<file path="src/rtl/space_invaders_pkg.sv">
// Shared definitions for the player and laser objects: state encoding and
// default playfield geometry.
package space_invaders_pkg;

  localparam int unsigned COORD_W = 10;
  localparam int unsigned CNT_W   = 5;
  localparam int unsigned COLOR_W = 12;

  localparam logic [COORD_W-1:0] TOP_BORDER = 10'd8;
  localparam logic [COORD_W-1:0] SHIP_TOP   = 10'd440;

  typedef enum logic [2:0] {
    ST_IDLE     = 3'b001,
    ST_FLYING   = 3'b010,
    ST_COOLDOWN = 3'b100
  } obj_state_e;

  // Row at which a freshly launched laser places its top edge.
  function automatic logic [COORD_W-1:0] spawn_top(
    input logic [COORD_W-1:0] ship_top,
    input logic [COORD_W-1:0] len
  );
    return ship_top - len;
  endfunction

endpackage

</file>
<file path="src/rtl/player_laser.sv">
// Player laser: launches from the gun, climbs one step per frame, and re-arms
// after a cooldown once it leaves the playfield or hits an enemy.
module player_laser
  import space_invaders_pkg::*;
#(
  parameter logic [COLOR_W-1:0] color_p      = {4'hF, 4'hF, 4'hF},
  parameter logic [COORD_W-1:0] speed_p      = 10'd8,
  parameter logic [COORD_W-1:0] length_p     = 10'd12,
  parameter logic [COORD_W-1:0] ship_top_p   = SHIP_TOP,
  parameter logic [COORD_W-1:0] top_border_p = TOP_BORDER,
  parameter logic [CNT_W-1:0]   cooldown_p   = 5'd15
) (
  input  logic               clk_i,
  input  logic               reset_i,
  input  logic               frame_i,
  input  logic               fire_i,
  input  logic [COORD_W-1:0] gun_pos_i,
  input  logic               alive_i,
  input  logic               pause_i,
  input  logic               enemy_hit_i,
  output logic               laser_active_o,
  output logic [COORD_W-1:0] laser_x_o,
  output logic [COORD_W-1:0] laser_top_o,
  output logic [COORD_W-1:0] laser_bot_o,
  output logic               shot_fired_o,
  output logic               enemy_kill_o,
  output logic [3:0]         laser_red_o,
  output logic [3:0]         laser_green_o,
  output logic [3:0]         laser_blue_o,
  output logic [2:0]         state_o
);

  obj_state_e         state_q, state_d;
  logic [COORD_W-1:0] x_q, x_d;
  logic [COORD_W-1:0] top_q, top_d;
  logic [CNT_W-1:0]   cnt_q, cnt_d;
  logic               active_q, active_d;
  logic               shot_q, shot_d;
  logic               kill_q, kill_d;

  logic               run_c;

  // Pause freezes motion, hit detection and the cooldown count.
  assign run_c = ~pause_i;

  always_comb begin
    state_d = state_q;
    x_d     = x_q;
    top_d   = top_q;
    cnt_d   = cnt_q;
    shot_d  = 1'b0;
    kill_d  = 1'b0;
    case (state_q)
      ST_IDLE: begin
        if (fire_i && alive_i && run_c) begin
          state_d = ST_FLYING;
          x_d     = gun_pos_i;
          top_d   = spawn_top(ship_top_p, length_p);
          shot_d  = 1'b1;
        end
      end
      ST_FLYING: begin
        if (!alive_i) begin
          state_d = ST_IDLE;
        end else if (enemy_hit_i && run_c) begin
          state_d = ST_COOLDOWN;
          cnt_d   = cooldown_p;
          kill_d  = 1'b1;
        end else if (frame_i && run_c) begin
          // One more step would carry the top edge past the border.
          if (top_q < top_border_p + speed_p) begin
            state_d = ST_COOLDOWN;
            cnt_d   = cooldown_p;
          end else begin
            top_d = top_q - speed_p;
          end
        end
      end
      ST_COOLDOWN: begin
        if (!alive_i) begin
          state_d = ST_IDLE;
          cnt_d   = '0;
        end else if (run_c) begin
          if (cnt_q == '0) begin
            state_d = ST_IDLE;
          end else if (frame_i) begin
            cnt_d = cnt_q - CNT_W'(1);
          end
        end
      end
      default: state_d = ST_IDLE;
    endcase
    active_d = (state_d == ST_FLYING);
  end

  always_ff @(posedge clk_i or posedge reset_i) begin
    if (reset_i) begin
      state_q  <= ST_IDLE;
      x_q      <= '0;
      top_q    <= '0;
      cnt_q    <= '0;
      active_q <= 1'b0;
      shot_q   <= 1'b0;
      kill_q   <= 1'b0;
    end else begin
      state_q  <= state_d;
      x_q      <= x_d;
      top_q    <= top_d;
      cnt_q    <= cnt_d;
      active_q <= active_d;
      shot_q   <= shot_d;
      kill_q   <= kill_d;
    end
  end

  assign laser_active_o = active_q;
  assign laser_x_o      = x_q;
  assign laser_top_o    = top_q;
  assign laser_bot_o    = top_q + length_p;
  assign shot_fired_o   = shot_q;
  assign enemy_kill_o   = kill_q;
  assign state_o        = state_q;

  assign laser_red_o    = color_p[11:8];
  assign laser_green_o  = color_p[7:4];
  assign laser_blue_o   = color_p[3:0];

endmodule
</file>
<file path="config.mk">
export PLATFORM = sky130hd
export DESIGN_NAME = player_laser
export DESIGN_NICKNAME = d
export VERILOG_FILES = /design/src/rtl/space_invaders_pkg.sv /design/src/rtl/player_laser.sv
export SDC_FILE = /design/constraint.sdc
export NUM_CORES = 1
export LEC_CHECK = 0
export ABC_AREA = 0
export CAP_MARGIN = 20
export CORE_ASPECT_RATIO = 1.2
export CORE_MARGIN = 3
export CORE_UTILIZATION = 45
export CTS_BUF_LIST = sky130_fd_sc_hd__clkbuf_16
export DETAILED_ROUTE_END_ITERATION = 10
export HOLD_SLACK_MARGIN = 0.15
export PLACE_DENSITY = 0.81
export SYNTH_ARGS = -nofsm -noshare
export SYNTH_HDL_FRONTEND = slang
export SYNTH_SLANG_ARGS = --single-unit
</file>
<file path="constraint.sdc">
create_clock -name clk_i -period 2.51 [get_ports clk_i]
set_input_delay 0.251 -clock clk_i [delete_from_list [all_inputs] [get_ports clk_i]]
set_output_delay 0.251 -clock clk_i [all_outputs]
set_load 0.01 [all_outputs]
</file>
==> flow_summary.ini <==
[placement]
io_buffers = 48
finalWeightedCongestion = 0.864
dp_cells = 271
post-dp-hpwl_um = 2860

[die]
die-area_um2 = 4750
core_area_um2 = 3720
placementRows = 24
start_util_pct = 47.8
die_y_um = 74.9
io_pins = 65
die_w_um = 63.4

[critical_path]
cp_cell_sequence = inv_1 > ha_1 > a21oi_2 > nor2_1 > xor2_1 > clkdlybuf4s50_1
cp.arrival_ns = 1.99
path_class = reg2out
critical_path_required_ns = 2.26
slowest_stage = clkdlybuf4s50_1
end_kind = output pin
cp-start-kind = flop
slowest_delay_ns = 0.55
critPathMaxFanout = 5

[cts]
clkTransAtPathRegs_ns = 0.05
tritoncts = built
clockRootBuffer = clkbuf_16
post-cts-setup-buffer-count = 0
cts_buffers = 5
clk_path_buf_depth = 2
clock_latency_ns = 0.28
clock-sinks = 29
htree_levels = 2

[final_layout]
diodes = 0
final_nets = 249
drive_gt1_share_pct = 15.9
final_cell_mix = 48 x clkdlybuf4s50_1, 28 x dfrtp_1, 16 x conb_1, 14 x mux2_2
multi_input_area_um2 = 922
utilization_pct = 65.9
syn2layout_area_growth_pct = 37.7
n_fill_cell = 315
final_cells = 279
final_common_cell = clkdlybuf4s50_1
seq_area_um2 = 727

[global_route]
antenna_found_initial = 0
grt_pass1_wl_um = 6940
overflow = 0
grt_max_degree = 30
grt_pass1_vias = 1466
grt_usage_pct = 19.4

[timing]
skew_ns = 0.00971
finalHoldViolCount = 0
slew_viol_final = 0
fin_tns_setup_ns = 0
worstMarginPinSlew_ns = 0.673
min_period_ns = 2.24
rsz0062_at_grt = false
final-setup-viol-count = 0
fin_crit_sh_pct = 89.1
relSlewSlack_pct = 54.5
max_freq_mhz = 447

[min_path]
hp-class = in2async

[routing]
drtAntennaViolNets = 0
drc = 0
wl_per_cell_um = 14.7
drt-pass1-iter-count = 4
drt_iter0_markers = 47
wl_met1_um = 1680
highest_layer = met4
vias = 1441
wl_met2_um = 2020
vias_per_cell = 5.16
wl_met3_um = 361
drt-total-wl_um = 4110

[yosys]
syn_area_per_cell_um2 = 10.2
synth_ff_type = dfrtp_1
async_flop_share_pct = 100
postSynthCellCount = 174
ys_seq_area_share_pct = 40.8
syn_area_um2 = 1780
synth_edf_count = 0
synth_cell_types = 44
ys_seq_elements = 29
yosys_warnings = 0

[power_and_ir_drop]
irDropWorstVdd_uv = 510
leakage_nw = 1.02
p_per_area_nw_per_um2 = 607

[run]
drv_cap = 0

[status]
status = finished clean
stage by stage:
step / hold slack (ns) / total power (W) / area (um2) / setup slack, ns
floorplan: 0.328 / 0.000699 / 1830 / 0.488
global placement: 0.489 / 0.000827 / 2290 / 0.383
detailed placement: 0.495 / 0.000833 / 2290 / 0.361
CTS: 0.353 / 0.00151 / 2450 / 0.161
global route: 0.383 / 0.00156 / 2450 / 0.0905
finish: 0.347 / 0.00149 / 2450 / 0.273
cell usage after synthesis (all sizes together) (2+ instances only):
master	n	area [um2]
o211ai	4	30.0
nor3	2	10.0
nor2b	7	43.8
a2111oi	2	17.5
nand4	4	25.0
and2	2	12.5
a211oi	2	15.0
mux2i	3	30.0
nand2b	3	18.8
conb	2	7.51
nor4	2	12.5
nor3b	2	15.0
or3	3	18.8
a21oi	5	25.0
nand2	6	22.5
clkbuf	3	11.3
a221oi	3	26.3
inv	12	45.0
xnor2	4	35.0
nand3b	2	15.0
nor4b	2	23.8
mux2	14	158
ha	6	75.1
nand3	2	10.0
a41o	2	20.0
buf	19	141
or2	2	12.5
dfrtp	28	701
nor2	13	48.8
xor2	2	17.5
where the power goes:
group	switching, W	internal [W]	leakage (nW)
combinational	0.000120	0.000160	0.593
sequential	0.0000326	0.000518	0.340
clock	0.000197	0.000461	0.0850
metal layers:
metal	vias to the layer above	global-route usage [%]
met3	2	8.06
met5	-	0
met1	693	21.5
li1	682	-
met4	0	9.35
met2	64	32.8
what timing repair did:
action,CTS,global route
resized for setup,0,1
setup endpoints to repair,0,1
hold buffers,0,0
hold endpoints to repair,0,0
path summary, 6_finish.rpt:
path / from / to / slack, ns / cells after the start
min in group clk_i: laser_x_o[0] / laser_x_o[0] / 0.51 / 1
max in group asynchronous: reset_i / state_o[0] / 1.85 / 3
max: laser_top_o[3] / laser_bot_o[9] / 0.27 / 6
max reg2reg: laser_top_o[6] / laser_top_o[6] / 0.37 / 4
min: reset_i / laser_top_o[3] / 0.35 / 3
min reg2reg: laser_x_o[0] / laser_x_o[0] / 0.51 / 1
cell families after synthesis:
logic type / count (synthesis) / share of synthesized area (%)
AO/OA/AOI/OAI: 25 / 12.3
XOR/XNOR: 6 / 2.95
adder cells (fa/ha/maj): 6 / 4.21
buffers and inverters: 34 / 11.1
flip-flops: 29 / 40.8
multiplexers: 17 / 10.5
other: 2 / 0.422
AND/OR/NAND/NOR: 55 / 17.7
worst max-delay path, delay by kind of cell (launching register included):
kind / cells / cell delay [ns]
buffers and inverters: 2 / 0.66
DFF: 1 / 0.41
adders and majority gates: 1 / 0.22
AOI/OAI and AO/OA: 1 / 0.20
xor gates and xnor gates: 1 / 0.13
and+or+nand+nor: 1 / 0.08
area by class of cell:
class	instances	area share (%)
clock inverter	3	1.58
tap	52	2.65
multi-input combinational	125	37.6
sequential	29	29.6
inverter	12	1.84
clock buffer	5	5.10
timing repair buffer	53	21.6
sequential cells by signal, indices dropped and copies added, names as in the netlist:
signal	flops
laser_x_o	10
shot_fired_o	1
laser_top_o	8
cnt_q	5
laser_active_o	1
state_o	3
enemy_kill_o	1
(Power assumes the default switching activity.)
